===== src/rtl/ias_pkg.sv =====
// Shared IAS definitions: word widths, store FSM state encoding and store error causes.
package ias_pkg;

  localparam int IAS_DATA_W = 8;
  localparam int IAS_ADDR_W = 8;

  // ST_DONE is held back for masters that need an explicit completion state.
  typedef enum logic [1:0] {
    ST_IDLE  = 2'd0,
    ST_WRITE = 2'd1,
    ST_READ  = 2'd2,
    ST_DONE  = 2'd3
  } store_state_t;

  typedef enum logic [1:0] {
    ERR_NONE     = 2'd0,
    ERR_TIMEOUT  = 2'd1,
    ERR_MISMATCH = 2'd2
  } store_err_t;

  function automatic logic is_err(store_err_t cause);
    return cause != ERR_NONE;
  endfunction

endpackage


===== src/rtl/mem_ack_timer.sv =====
// Saturating wait-state counter for memory-side masters; expired flags the
// TIMEOUT-th enabled cycle since the last clear.
module mem_ack_timer #(
  parameter int TIMEOUT = 15
) (
  input  logic clk,
  input  logic reset,
  input  logic clear,
  input  logic enable,
  output logic expired
);

  localparam int            TW   = $clog2(TIMEOUT + 1);
  localparam logic [TW-1:0] LAST = TW'(TIMEOUT - 1);
  localparam logic [TW-1:0] SAT  = TW'(TIMEOUT);

  logic [TW-1:0] count;

  always_ff @(posedge clk or posedge reset) begin
    if (reset)                      count <= '0;
    else if (clear)                 count <= '0;
    else if (enable && count != SAT) count <= count + TW'(1);
  end

  // count holds the number of earlier enabled cycles, so LAST marks the final allowed one
  assign expired = enable && (count >= LAST);

endmodule


===== src/rtl/ac_store_unit.sv =====
// Accumulator write-back master: captures ac_data/store_addr on store_req and writes
// them over a req/ack memory port. Optional readback verify: AC_STORE_READBACK_EN.
module ac_store_unit
  import ias_pkg::*;
#(
  parameter int DATA_W  = IAS_DATA_W,
  parameter int ADDR_W  = IAS_ADDR_W,
  parameter int TIMEOUT = 15
) (
  input  logic              clk,
  input  logic              reset,
  input  logic              store_req,
  input  logic [ADDR_W-1:0] store_addr,
  input  logic [DATA_W-1:0] ac_data,
  output logic              store_busy,
  output logic              store_done,
  output logic              store_err,
  output logic [ADDR_W-1:0] mem_addr,
  output logic [DATA_W-1:0] mem_wdata,
  output logic              mem_we,
  output logic              mem_re,
  input  logic              mem_ack,
  input  logic [DATA_W-1:0] mem_rdata
);

  store_state_t state, state_n;
  store_err_t   cause;
  logic         done_n, capture;
  logic         tmr_clr, tmr_en, tmr_exp;

  mem_ack_timer #(.TIMEOUT(TIMEOUT)) u_timer (
    .clk     (clk),
    .reset   (reset),
    .clear   (tmr_clr),
    .enable  (tmr_en),
    .expired (tmr_exp)
  );

  assign store_busy = (state != ST_IDLE);
  assign mem_we     = (state == ST_WRITE);

`ifdef AC_STORE_READBACK_EN
  // The write ack may still be asserted on the first READ cycle, so only
  // acks from the second READ cycle onward complete the readback.
  logic rd_armed;
  assign mem_re = (state == ST_READ);

  always_ff @(posedge clk or posedge reset) begin
    if (reset) rd_armed <= 1'b0;
    else       rd_armed <= (state == ST_READ);
  end
`else
  logic unused_rdata;
  assign mem_re       = 1'b0;
  assign unused_rdata = ^mem_rdata;
`endif

  always_ff @(posedge clk or posedge reset) begin
    if (reset) begin
      state      <= ST_IDLE;
      store_done <= 1'b0;
      store_err  <= 1'b0;
      mem_addr   <= '0;
      mem_wdata  <= '0;
    end else begin
      state      <= state_n;
      store_done <= done_n;
      store_err  <= is_err(cause);
      if (capture) begin
        mem_addr  <= store_addr;
        mem_wdata <= ac_data;
      end
    end
  end

  always_comb begin
    state_n = state;
    done_n  = 1'b0;
    cause   = ERR_NONE;
    capture = 1'b0;
    tmr_clr = 1'b0;
    tmr_en  = 1'b0;
    case (state)
      ST_IDLE: begin
        tmr_clr = 1'b1;
        if (store_req) begin
          capture = 1'b1;
          state_n = ST_WRITE;
        end
      end
      ST_WRITE: begin
        tmr_en = 1'b1;
        // ack is checked before expiry so a same-cycle ack still succeeds
        if (mem_ack) begin
          tmr_clr = 1'b1;
`ifdef AC_STORE_READBACK_EN
          state_n = ST_READ;
`else
          state_n = ST_IDLE;
          done_n  = 1'b1;
`endif
        end else if (tmr_exp) begin
          state_n = ST_IDLE;
          done_n  = 1'b1;
          cause   = ERR_TIMEOUT;
        end
      end
      ST_READ: begin
`ifdef AC_STORE_READBACK_EN
        tmr_en = 1'b1;
        if (mem_ack && rd_armed) begin
          state_n = ST_IDLE;
          done_n  = 1'b1;
          if (mem_rdata != mem_wdata) cause = ERR_MISMATCH;
        end else if (tmr_exp) begin
          state_n = ST_IDLE;
          done_n  = 1'b1;
          cause   = ERR_TIMEOUT;
        end
`else
        state_n = ST_IDLE;
`endif
      end
      default: state_n = ST_IDLE;
    endcase
  end

endmodule

===== config.mk =====
export PLATFORM = sky130hd
export DESIGN_NAME = ac_store_unit
export DESIGN_NICKNAME = d
export VERILOG_FILES = /design/src/rtl/ias_pkg.sv /design/src/rtl/mem_ack_timer.sv /design/src/rtl/ac_store_unit.sv
export SDC_FILE = /design/constraint.sdc
export NUM_CORES = 1
export LEC_CHECK = 0
export ABC_CLOCK_PERIOD_IN_PS = 1500
export CORE_ASPECT_RATIO = 0.5
export CORE_MARGIN = 3
export CORE_UTILIZATION = 35
export DETAILED_ROUTE_END_ITERATION = 6
export HOLD_SLACK_MARGIN = 0.05
export PLACE_DENSITY_LB_ADDON = 0.05
export SETUP_SLACK_MARGIN = 0.3
export SKIP_LAST_GASP = 1
export SLEW_MARGIN = 0
export SYNTH_ARGS = -nofsm -noshare
export SYNTH_HDL_FRONTEND = slang
export SYNTH_HIERARCHICAL = 1
export SYNTH_SLANG_ARGS = --single-unit

===== constraint.sdc =====
create_clock -name clk -period 1.5 [get_ports clk]
set_clock_uncertainty 0.15 [all_clocks]
set_input_delay 0.225 -clock clk [delete_from_list [all_inputs] [get_ports clk]]
set_output_delay 0.225 -clock clk [all_outputs]
set_load 0.005 [all_outputs]

==> qor.csv, run 1 <==
metric,value,unit
status,finished clean,
syn_area_per_cell,14.5,µm²
Final Hold Fails,0,
total of flip-flops plus latches after synthesis,23,
I/O pin count,49,
count of flip-flops with a built-in enable after synthesis,0,
Antenna diodes,0,
leakage power summed over all cells,0.791,nW
count of warnings emitted by yosys,6,
DR WL/cell,14.7,µm
die outline width,82.1,µm
clock transition time at the flip-flop clock pins of the worst setup and hold paths,80,ps
Longest Clk Path Bufs,2,
"Worst Path Class, Setup",register to register,
areal power density over the cells,1080,nW/µm²
number of port buffers,39,
number of rows created at floorplan,13,
leading post-synthesis cells by cell area,"sky130_fd_sc_hd__dfrtp_1 (57%), sky130_fd_sc_hd__mux2_4 (13%), sky130_fd_sc_hd__mux2_2 (7.8%)",
final layout net count,165,
startpoint class of the critical path,register,
Total Routed Length,2.51,mm
final core utilization,62.3,%
wire length of the first global-routing pass,4.11,mm
Die Y-Extent,44.1,µm
post-detailed-route DRC marker count,0,
CTS H-tree lvls,1,
setup-violating endpoint count in the final report,0,
Max Freq,695,MHz
Core ar.,2680,µm²
Post-Syn Instances,70,
cell internal pwr,0.00133,W
largest area contributor in the synthesized netlist,sky130_fd_sc_hd__dfrtp_1,
number of distinct library cells after synthesis,24,
number of cells traversed by the worst register-to-register path,4,
total congestion overflow after global routing,0,
worst slack at placement,-135,ps
layout cells sized above 1,59.0,%
area share of the leading cell type in the synthesized netlist,56.7,%
dpl hpwl,1.65,mm
final weighted congestion of routability-driven global placement,0.647,
overall fraction of global-route tracks in use,15.3,%
most used standard cells in the synthesized netlist,"sky130_fd_sc_hd__dfrtp_1 (23), sky130_fd_sc_hd__mux2_4 (9), sky130_fd_sc_hd__mux2_2 (7), sky130_fd_sc_hd__inv_1 (5), sky130_fd_sc_hd__buf_4 (3)",
per-cell via count in the routed design,4.49,
sort of element at the end of the critical path,register,
max-slew violations,0,
unrepaired setup endpoints after global routing,true,
share of the clock period used by the worst path,96.0,%
count of nets left with antenna violations after detail routing,0,
post-synthesis instance area,1010,µm²
drt first-iter violations,20,
number of buffers added by the clock tree synthesis step,3,
largest voltage drop on the vdd net,0.482,mV
required time at the worst-slack endpoint,1510,ps
Fillers,209,
most repeated cell in the gate-level netlist after synthesis,sky130_fd_sc_hd__dfrtp_1,
portion of total power attributed to sequential cells,44.1,%
worst hold path type,input port to async pin,
number of vias after detailed routing,767,
number of sinks handled by clock tree synthesis,23,
"Data arrival, critical path",1440,ps
sequential fraction of the synthesis area,56.7,%
"Max FO, Critical Path",8,
die area,3620,µm²
Synth Flop Type,sky130_fd_sc_hd__dfrtp_1,
number of antenna violations at the first check in global routing,0,
maxcap violations,0,
vias in the first global route,875,
post-synthesis net count,100,
proportion of register bits with asynchronous set or reset after synthesis,100,%
largest net degree at the start of global routing,20,
combinational power share,34.4,%
P_sw,0.000473,W
DR pass1 iterations,2,
final critical-path required period,1440,ps
area grow syn2layout,64.7,%
Starting Density,37.8,%
clock tree from TritonCTS,built,
switching share of power,26.2,%
Sum Neg Setup Slack,0,ps
clk_lat worst skew,260,ps
clock tree root driver cell,sky130_fd_sc_hd__clkbuf_8,
relative contribution of the clock network to total power,21.5,%
Final Power,0.00180,W
setup slack of the critical path after layout,60.7,ps
## critical path, cell delays in order, from the launching register on
cell	delay [ps]
sky130_fd_sc_hd__dfrtp_1	400
sky130_fd_sc_hd__buf_6	130
sky130_fd_sc_hd__nor2b_4	150
sky130_fd_sc_hd__buf_6	180
sky130_fd_sc_hd__mux2_4	310
## sequential cells by signal, indices dropped and copies added (netlist names)
name,flops
mem_addr,8
mem_wdata,8
state,1
store_done,1
store_err,1
u_timer/count,4
## worst paths after layout
| check | start | to | slack (ps) |
|---|---|---|---|
| worst max register to register | state[0]$_DFFE_PP0P_ | mem_addr[3]$_DFFE_PP0P_ | 60 |
| min in group clk | mem_addr[2]$_DFFE_PP0P_ | mem_addr[2]$_DFFE_PP0P_ | 360 |
| worst max-delay path | state[0]$_DFFE_PP0P_ | mem_addr[3]$_DFFE_PP0P_ | 60 |
| worst min-delay path | reset | mem_addr[3]$_DFFE_PP0P_ | 160 |
| max in group asynchronous | reset | u_timer/count[1]$_DFFE_PP0P_ | 470 |
| worst min register to register | mem_addr[2]$_DFFE_PP0P_ | mem_addr[2]$_DFFE_PP0P_ | 360 |
## cell usage in the layout (no fill, tap or decap)
master / Yosys / final
sky130_fd_sc_hd__a211oi_1: 1 / 1
sky130_fd_sc_hd__a211oi_2: 1 / 1
sky130_fd_sc_hd__a21oi_1: 2 / 1
sky130_fd_sc_hd__a21oi_2: 0 / 1
sky130_fd_sc_hd__a311oi_2: 0 / 1
sky130_fd_sc_hd__a31o_1: 1 / 1
sky130_fd_sc_hd__and4_1: 1 / 1
sky130_fd_sc_hd__buf_2: 0 / 18
sky130_fd_sc_hd__buf_4: 3 / 20
sky130_fd_sc_hd__buf_6: 1 / 6
sky130_fd_sc_hd__buf_8: 1 / 1
sky130_fd_sc_hd__clkbuf_8: 0 / 3
sky130_fd_sc_hd__clkdlybuf4s50_1: 0 / 19
sky130_fd_sc_hd__clkinv_2: 0 / 1
sky130_fd_sc_hd__conb_1: 1 / 1
sky130_fd_sc_hd__dfrtp_1: 23 / 21
sky130_fd_sc_hd__dfrtp_2: 0 / 2
sky130_fd_sc_hd__dlygate4sd3_1: 0 / 1
sky130_fd_sc_hd__ha_4: 0 / 2
sky130_fd_sc_hd__inv_1: 5 / 4
sky130_fd_sc_hd__inv_2: 0 / 1
sky130_fd_sc_hd__mux2_4: 9 / 16
sky130_fd_sc_hd__nand2b_4: 0 / 1
sky130_fd_sc_hd__nand3_2: 1 / 1
sky130_fd_sc_hd__nand4_1: 1 / 1
sky130_fd_sc_hd__nor2_1: 2 / 2
sky130_fd_sc_hd__nor2b_4: 0 / 1
sky130_fd_sc_hd__nor3_2: 0 / 2
sky130_fd_sc_hd__o2111a_2: 0 / 1
sky130_fd_sc_hd__o21a_1: 1 / 1
sky130_fd_sc_hd__o21bai_1: 1 / 1
## area by class of cell
| cell class | count | area (µm²) | area share (%) |
|---|---|---|---|
| clock inverters | 1 | 5.00 | 0.299 |
| well taps | 37 | 46.3 | 2.77 |
| flip-flops and latches | 23 | 578 | 34.6 |
| repair buffers | 65 | 523 | 31.3 |
| clock buffers | 3 | 41.3 | 2.47 |
| multi-input cells | 37 | 459 | 27.5 |
| inverters | 5 | 18.8 | 1.12 |
## power groups by stage
stage                     logic [W]  registers (W)  clock network [W]
after global routing       0.000661       0.000807           0.000426
after detailed placement   0.000521       0.000808                  0
after global placement     0.000507       0.000797                  0
final                      0.000620       0.000795           0.000388
after CTS                  0.000563       0.000793           0.000396
after floorplan            0.000214       0.000808                  0
## routing by layer
metal  part of all wire (%)  vias up  GRT usage, %
met3                    4.1        0          5.89
met4                      0        0          1.66
met5                      0        -             0
met2                     56       18          28.9
li1                       -      366             -
met1                     40      383          16.9
## per-stage QoR
step | cells | hold slack [ps] | instance area, µm²
after global placement | 146 | 303 | 1450
after detailed placement | 146 | 305 | 1450
after global routing | 171 | 176 | 1670
final | 171 | 164 | 1670
after floorplan | 70 | -159 | 1020
after CTS | 163 | 156 | 1600
## cell families (layout without fill, tap and decap cells)
logic type,after synthesis,in the layout,share of synthesized area [%]
flip-flops,23,23,56.7
multiplexers,16,16,21.1
buffers and inverters,10,74,6.66
AO/OA/AOI/OAI,9,9,7.28
AND/OR/NAND/NOR,9,9,5.43
adder cells (fa/ha/maj),2,2,2.47
other,1,1,0.370
## repair_timing
action | 4_1_cts | 5_1_grt
resized for setup | 101 | 6
hold buffers | 1 | 0
pin swaps | 2 | 2
cloned | 1 | 0
setup buffers | 11 | 8
hold endpoints to repair | 4 | 0
endpoints found under the setup margin | 43 | 28
(Power assumes the default switching activity.)
==> run 2: changes to the inputs <==
ABC_CLOCK_PERIOD_IN_PS = 1400   (was 1500)
clock period = 1.4 ns   (was 1.5 ns; I/O delays follow)
==> run 2 against run 1 <==
The run now ends with setup timing left; global-route usage fell by 0.27 points; clock power increased by 4%; die area unchanged.
==> qor.csv, run 2 (same netlist as run 1, synthesis figures left out) <==
metric,value,unit,change
total congestion overflow after global routing,0,,unchanged
status,"finished, violations left",,
largest registers in the final layout,"mem_addr x8, mem_wdata x8, u_timer/count x4",,
number of vias after detailed routing,783,,+2.1%
largest voltage drop on the vdd net,0.595,mV,+24%
die outline width,82.1,µm,unchanged
CTS H-tree lvls,1,,unchanged
unrepaired setup endpoints after global routing,true,,
number of sinks handled by clock tree synthesis,23,,unchanged
clock tree root driver cell,sky130_fd_sc_hd__clkbuf_8,,
overall fraction of global-route tracks in use,15.0,%,-0.27 points
startpoint class of the critical path,register,,
number of cells in the finished layout apart from fillers,170,,-0.58%
DR pass1 iterations,4,,+2
layout cells sized above 1,57.1,%,-1.8 points
"commonest cells after routing, fill and taps aside","sky130_fd_sc_hd__dfrtp_1 (22), sky130_fd_sc_hd__clkdlybuf4s50_1 (19), sky130_fd_sc_hd__buf_2 (18)",,
Core ar.,2680,µm²,unchanged
Longest Clk Path Bufs,2,,unchanged
max-slew violations,0,,unchanged
Max Freq,670,MHz,-3.6%
"Data arrival, critical path",1490,ps,+50 ps
areal power density over the cells,1110,nW/µm²,+3.4%
number of buffers added by the clock tree synthesis step,3,,unchanged
clk_lat worst skew,260,ps,about the same
final layout net count,164,,-0.61%
Antenna diodes,0,,unchanged
DP Cell Count,146,,unchanged
failing checks,setup timing,,
leakage power summed over all cells,0.775,nW,-2.1%
Total Routed Length,2.49,mm,-0.88%
clock tree from TritonCTS,built,,
worst hold path type,input port to async pin,,
share of the clock period used by the worst path,107,%,+11 points
drt first-iter violations,18,,-10%
wire length of the first global-routing pass,3.93,mm,-4.4%
per-cell via count in the routed design,4.61,,+2.7%
number of port buffers,39,,unchanged
Final Power,0.00190,W,+5.2%
"Max FO, Critical Path",4,,-4
final critical-path required period,1490,ps,+53.7 ps
required time at the worst-slack endpoint,1400,ps,-110 ps
vias in the first global route,852,,-2.6%
sort of element at the end of the critical path,register,,
dpl hpwl,1.65,mm,+0.35%
number of antenna violations at the first check in global routing,0,,unchanged
"Worst Path Class, Setup",register to register,,
clock transition time at the flip-flop clock pins of the worst setup and hold paths,80,ps,about the same
count of nets left with antenna violations after detail routing,0,,unchanged
final weighted congestion of routability-driven global placement,0.641,,-0.93%
area grow syn2layout,67.6,%,
DR WL/cell,14.7,µm,-0.29%
number of rows created at floorplan,13,,unchanged
setup-violating endpoint count in the final report,17,,+17
I/O pin count,49,,unchanged
setup slack of the critical path after layout,-93.0,ps,-154 ps
most common library cell in the layout ignoring fill and taps,sky130_fd_sc_hd__dfrtp_1,,
Die Y-Extent,44.1,µm,unchanged
post-detailed-route DRC marker count,0,,unchanged
maxcap violations,0,,unchanged
Starting Density,37.8,%,unchanged
die area,3620,µm²,unchanged
largest net degree at the start of global routing,20,,unchanged
Final Hold Fails,0,,unchanged
-- run 2: cell types whose count changed in the layout (fill, tap and decap cells not counted), sizes merged --
cell and delta:
buf -3, clkbuf +1, clkdlybuf4s15 +1, clkinv -1, dlygate4sd2 +1
-- run 2: layout make-up --
type	count	area, µm²
inverter	5	18.8
clock buffer	4	45.0
timing repair buffer	64	564
multi-input combinational	37	449
sequential	23	577
fill	217	983
tap	37	46.3
-- run 2: what timing repair did --
action / CTS / global route
hold endpoints to repair: 4 / 0
buffers inserted: 12 / 5
resized for setup: 92 / 5
endpoints found under the setup margin: 43 / 43
hold buffers: 1 / 0
pin swaps: 5 / 2
cloned: 2 / 0
-- run 2: worst paths after layout --
kind                                    startpoint                            to  slack [ps]  depth (start not counted)
max                           state[0]$_DFFE_PP0P_      mem_wdata[3]$_DFFE_PP0P_         -90                          5
min                                          reset      mem_wdata[1]$_DFFE_PP0P_         140                          3
max reg2reg                   state[0]$_DFFE_PP0P_      mem_wdata[3]$_DFFE_PP0P_         -90                          5
min reg2reg                mem_addr[2]$_DFFE_PP0P_       mem_addr[2]$_DFFE_PP0P_         360                          1
max in group asynchronous                    reset  u_timer/count[1]$_DFFE_PP0P_         380                          3
min in group clk           mem_addr[2]$_DFFE_PP0P_       mem_addr[2]$_DFFE_PP0P_         360                          1
-- run 2: power breakdown --
part / internal [W] / switching, W
Combinational: 0.000428 / 0.000216
Sequential: 0.000780 / 0.0000649
Clock: 0.000203 / 0.000203
-- run 2: worst max-delay path, stage by stage (launching register included) --
cell and delay (ps):
sky130_fd_sc_hd__dfrtp_1 410, sky130_fd_sc_hd__buf_6 130, sky130_fd_sc_hd__nor2b_4 120, sky130_fd_sc_hd__buf_4 140, sky130_fd_sc_hd__buf_16 110, sky130_fd_sc_hd__mux2_2 320
-- run 2: per-stage QoR --
stage	util, %	TNS, ps	cell area, µm²	setup slack (ps)	hold slack [ps]
final	63.4	-1180	1700	-93.0	140
after global routing	63.4	-1970	1700	-130	181
after CTS	61.3	-1240	1640	-87.2	141
after detailed placement	54.4	-3880	1460	-265	295
after global placement	54.4	-3300	1460	-218	288
after floorplan	-	-104	1020	-11.6	-174
-- run 2: routing by layer --
layer / vias up / part of all wire [%] / GRT usage (%)
met5: - / 0 / 0
met4: 0 / 0.64 / 2.98
met3: 4 / 4.1 / 5.28
met2: 18 / 56 / 27.6
met1: 391 / 40 / 17.1
li1: 370 / - / -
==> run 3: changes to the inputs <==
CTS_CLUSTER_SIZE = 12   (was unset)
==> results of run 3 <==
Final layout, timing and power as in run 2 (identical DEF).
==> variant 1, RTL diff (flow settings as in run 2) <==
Register the output `store_err` once more; this adds one clock of latency there. The other outputs are not delayed to match.
--- a/src/rtl/ac_store_unit.sv
+++ b/src/rtl/ac_store_unit.sv
@@ -22,6 +22,8 @@
   input  logic              mem_ack,
   input  logic [DATA_W-1:0] mem_rdata
 );
+
+  logic store_err_s0;
 
   store_state_t state, state_n;
   store_err_t   cause;
@@ -59,13 +61,13 @@
     if (reset) begin
       state      <= ST_IDLE;
       store_done <= 1'b0;
-      store_err  <= 1'b0;
+      store_err_s0 <= 1'b0;
       mem_addr   <= '0;
       mem_wdata  <= '0;
     end else begin
       state      <= state_n;
       store_done <= done_n;
-      store_err  <= is_err(cause);
+      store_err_s0 <= is_err(cause);
       if (capture) begin
         mem_addr  <= store_addr;
         mem_wdata <= ac_data;
@@ -125,4 +127,8 @@
     endcase
   end
 
+  always_ff @(posedge clk) begin
+    store_err <= store_err_s0;
+  end
+
 endmodule
Formal check against the unedited RTL: no difference found for any inputs over 10 cycles, from zero or initial values and one cycle with reset high; that may be too few to reach the edited logic, so the function may still have changed.
==> variant 1 against run 2 <==
- the run still ends with negative setup slack left
- global-route usage rose by 0.51 points
- final area rose by 3.9%
- clock power rose by 12%
- combinational power rose by 9.5%
- worst setup slack improved by 0.016 ns
- fmax rose by 1.1%
- wire length rose by 1.0%
- total power rose by 7.0%
- first-iteration DRC count fell by 61%
- sequential cell count rose by 1
- synthesized area rose by 2.0%
- critical path type unchanged
- highest routed layer unchanged
==> variant 1: results (changes against run 2) <==
Synth
  • Post-synth ARST share: 95.8% (-4.2 points)
  • Post-synthesis mux area share: 20.7% (-0.41 points)
  • Top post-synthesis cells by count: 23 x dfrtp_1, 9 x mux2_4, 7 x mux2_2, 5 x inv_1, 3 x buf_4
  • Synth Area in Compound Gates: 7.13% (-0.14 points)
  • Synth Area in Adders: 2.42% (-0.048 points)
  • Unique masters post-synth: 25 (+4.2%)
  • Synth area leaders: dfrtp_1 56%, mux2_4 13%, mux2_2 7.6%
  • Sequential share of the synthesized area: 57.6% (+0.84 points)
  • Syn nets: 101 (+1.0%)

Place
  • Placer Congestion: 0.744 (+16%)
  • Final HPWL DP: 1580 um (-4.5%)
  • Setup Slack @ Placement: -0.237 ns (+0.0279 ns)

Clock tree
  • Resized Gates After CTS: 93 (+1.1%)
  • H-Tree Depth: 1 (unchanged)
  • Maximum clock path buffer count: 2 (unchanged)
  • Post-CTS Setup Bufs: 19 (+7)
  • Clk_lat worst skew: 0.26 ns (about the same)

Status
  • Status: complete, but fails checks
  • Failing checks: negative setup slack

Drt
  • DRT Pass-1 Iters: 3 (-1)
  • Via count: 784 (+0.13%)
  • WL per Instance: 14.5 um (-1.3%)
  • DRT iter0 DRCs: 7 (-11)

Final layout
  • Nets@finish: 168 (+2.4%)
  • Layout cells sized above 1: 59.9% (+2.7 points)
  • Number of fill cells: 209 (-3.7%)

GRT
  • Vias in the first global route: 847 (-0.59%)
  • Total global-route track usage: 15.5% (+0.51 points)
  • First-pass GRT wire length: 4350 um (+11%)

Timing
  • Fin worst setup slack: -0.0769 ns (+0.0161 ns)
  • Setup violations, final: 18 (+1)

Critical path
  • CP max stage delay: 0.39 ns (-0.02 ns)
  • Max stage delay cell, worst path: dfrtp_1

Power and ir drop
  • Worst IR Drop VDD: 0.000608 V (+2.2%)
  • P_leak: 0.815 nW (+5.3%)
[variant 1: per-layer routing]
metal | global-route usage [%] | wire [um] | up-vias
li1 | - | - | 377
met5 | 0 | 0 | -
met2 | 29.9 | 1390 | 20
met4 | 3.26 | 17 | 0
met1 | 17.1 | 992 | 385
met3 | 5.20 | 116 | 2
[variant 1: path summary, 6_finish.rpt]
check / startpoint / end / slack (ns) / cells after the start
setup reg to reg: state[0] / mem_wdata[2] / -0.08 / 5
setup / recovery: state[0] / mem_wdata[2] / -0.08 / 5
hold / removal: reset / mem_addr[0] / 0.12 / 3
max in group asynchronous: reset / u_timer/count[0] / 0.40 / 3
hold reg to reg: store_err_s0 / store_err / 0.20 / 0
min in group clk: store_err_s0 / store_err / 0.20 / 0
[variant 1: layout make-up]
type | count | area, sq um | share of cell area (%)
inverters | 5 | 18.8 | 1.06
repair buffers | 67 | 603 | 34.1
flip-flops and latches | 24 | 597 | 33.8
well taps | 37 | 46.3 | 2.62
clock buffers | 4 | 55.1 | 3.12
multi-input cells | 37 | 447 | 25.3
[variant 1: metrics by stage]
step	setup TNS [ns]	hold slack (ns)	cells	cell area, sq um	power, W
after floorplan	-0.104	-0.174	71	1040	0.00112
after global placement	-3.25	0.179	146	1470	0.00143
after detailed placement	-3.60	0.183	146	1470	0.00145
after CTS	-0.637	0.130	173	1760	0.00203
after global routing	-1.90	0.142	174	1770	0.00215
final	-0.955	0.124	174	1770	0.00203
[variant 1: worst min-delay path: cells and delay by family]
family	cells	cell delay [ns]
buffers and inverters	3	0.70
[variant 1: power by group]
| group | leakage [nW] | switching, W | internal (W) |
|---|---|---|---|
| logic | 0.499 | 0.000224 | 0.000482 |
| clock network | 0.0288 | 0.000204 | 0.000251 |
| registers | 0.287 | 0.0000581 | 0.000809 |
| total | 0.815 | 0.000487 | 0.00154 |
==> variant 2, RTL diff (config.mk and constraints of run 2) <==
Without the edit above. Add a define of `AC_STORE_READBACK_EN`.
--- a/src/rtl/ac_store_unit.sv
+++ b/src/rtl/ac_store_unit.sv
@@ -1,5 +1,7 @@
 // Accumulator write-back master: captures ac_data/store_addr on store_req and writes
 // them over a req/ack memory port. Optional readback verify: AC_STORE_READBACK_EN.
+`define AC_STORE_READBACK_EN
+
 module ac_store_unit
   import ias_pkg::*;
 #(
Function: changed (Yosys sat finds a counterexample within 4 cycles, from zero or initial values and one cycle with reset high).
==> variant 2 against run 2 <==
- the run still ends with negative setup slack left
- worst setup slack got worse by 0.17 ns
- synthesized area grew 19%
- critical path type unchanged
- sequential cell count up 2
- first-iteration DRC count is 22% lower
- final area up 38%
- fmax is 10% lower
- wire length up 51%
Power is not compared: it rests on default switching activity, and its combinational part moved more than twofold at a synthesized area within 25%.
==> variant 2: results (changes against run 2) <==
Final layout
  • Non-clock buffers: 94 (+47%)
  • Number of fill cells: 226 (+4.1%)
  • Biggest regs: mem_addr (8), mem_wdata (8), u_timer/count (4)
  • Layout inverter count without the clock tree: 7 (+2)
  • Fraction of area in clock buffers and inverters: 2.13% (-0.52 points)
  • Sequential cell area: 626 sq um (+8.5%)
  • Multi-input gates: 65 (+76%)
  • Clock buffer cells: 3 (-1)
  • Layout cells sized above 1: 57.4% (+0.29 points)
  • Fraction of area in multi-input gates: 32.7% (+6.3 points)
  • Nets@finish: 230 (+40%)
  • Fraction of cell area in non-clock buffers: 35.1% (+1.9 points)

GRT
  • Vias in the first global route: 1208 (+42%)
  • First-pass GRT wire length: 5840 um (+49%)
  • Largest net degree at the start of global routing: 22 (+10%)
  • Total global-route track usage: 19.2% (+4.2 points)

Critical path
  • R2R Path End: state[0]
  • FF-to-FF setup slack: -0.26 ns (-0.17 ns)
  • Setup crit end: state[0]
  • Critical Path AT: 1.68 ns (+0.19 ns)
  • CP max FO: 5 (+1)
  • Delay-heaviest family, CP: compound AO/OA/AOI/OAI gates
  • R2r worst-path depth: 7 (+2)

Synth
  • Synth Area in Adders: 6.22% (+3.8 points)
  • Post-synth ARST share: 100% (unchanged)
  • Post-synthesis mux area share: 14.9% (-6.2 points)
  • Sequential share of the synthesized area: 51.8% (-4.9 points)
  • Syn nets: 131 (+31%)
  • Top post-synthesis cells by count: 25 x dfrtp_1, 16 x mux2_2, 7 x inv_1, 6 x ha_1
  • XOR/XNOR Fraction of Synth Area: 5.80% (+5.8 points)
  • Unique masters post-synth: 29 (+21%)
  • Synth Area in Compound Gates: 9.95% (+2.7 points)

Clock tree
  • Resized Gates After CTS: 110 (+20%)
  • CTS clk-pin slew, worst paths: 0.10 ns (+0.02 ns)
  • Post-CTS Setup Bufs: 19 (+7)
  • H-Tree Depth: 1 (unchanged)
  • Clock sink count: 25 (+8.7%)
  • Clk_lat worst skew: 0.28 ns (+0.02 ns)
  • Maximum clock path buffer count: 2 (unchanged)

Place
  • Placer Congestion: 0.745 (+16%)
  • Placed cell area: 1980 sq um (+35%)
  • Final HPWL DP: 2380 um (+44%)
  • I/O Buffers: 48 (+23%)

Drt
  • DRT Pass-1 Iters: 4 (unchanged)
  • Total wire length: 3760 um (+51%)
  • DRT met1 WL: 1490 um (+51%)
  • Met3 Wirelength: 213 um (+110%)
  • DRT iter0 DRCs: 14 (-4)
  • Met2 routed WL: 2030 um (+47%)
  • Via count: 1108 (+42%)

Timing
  • Setup violations, final: 27 (+10)
  • Fin worst setup slack: -0.259 ns (-0.166 ns)

Status
  • Failing checks: negative setup slack
  • Status: complete, but fails checks

Power and ir drop
  • Power Clock: 0.000467 W

Die
  • Die Area: 4230 sq um (+17%)

Job
  • Max Cap Viol: 0 (unchanged)
-- variant 2: changes by cell type in the layout (fill, tap and decap cells not counted), sizes merged, moves of 2 or more --
cell                  run 2  this run
inv                       5         8
o41ai                     0         2
dfrtp                    23        25
buf                      42        64
nand2                     0         7
xnor2                     0         3
a21oi                     2         5
ha                        2         6
clkdlybuf4s50            19        27
xor2                      0         5
-- variant 2: layer usage --
| metal | up-vias | global-route usage [%] |
|---|---|---|
| li1 | 546 | - |
| met1 | 534 | 21.3 |
| met2 | 25 | 37.9 |
| met3 | 3 | 6.01 |
| met4 | 0 | 3.56 |
| met5 | - | 0 |
-- variant 2: metrics by stage --
step	TNS [ns]	cells	utilization [%]	worst slack [ns]	hold slack, ns
2_1_floorplan	-0.924	97	-	-0.220	-0.174
3_3_place_gp	-4.48	203	62.7	-0.346	0.299
3_5_place_dp	-4.91	203	62.7	-0.374	0.292
4_1_cts	-3.98	229	71.2	-0.263	0.134
5_1_grt	-5.83	235	74.7	-0.343	0.184
6_report	-4.36	235	74.7	-0.259	0.134
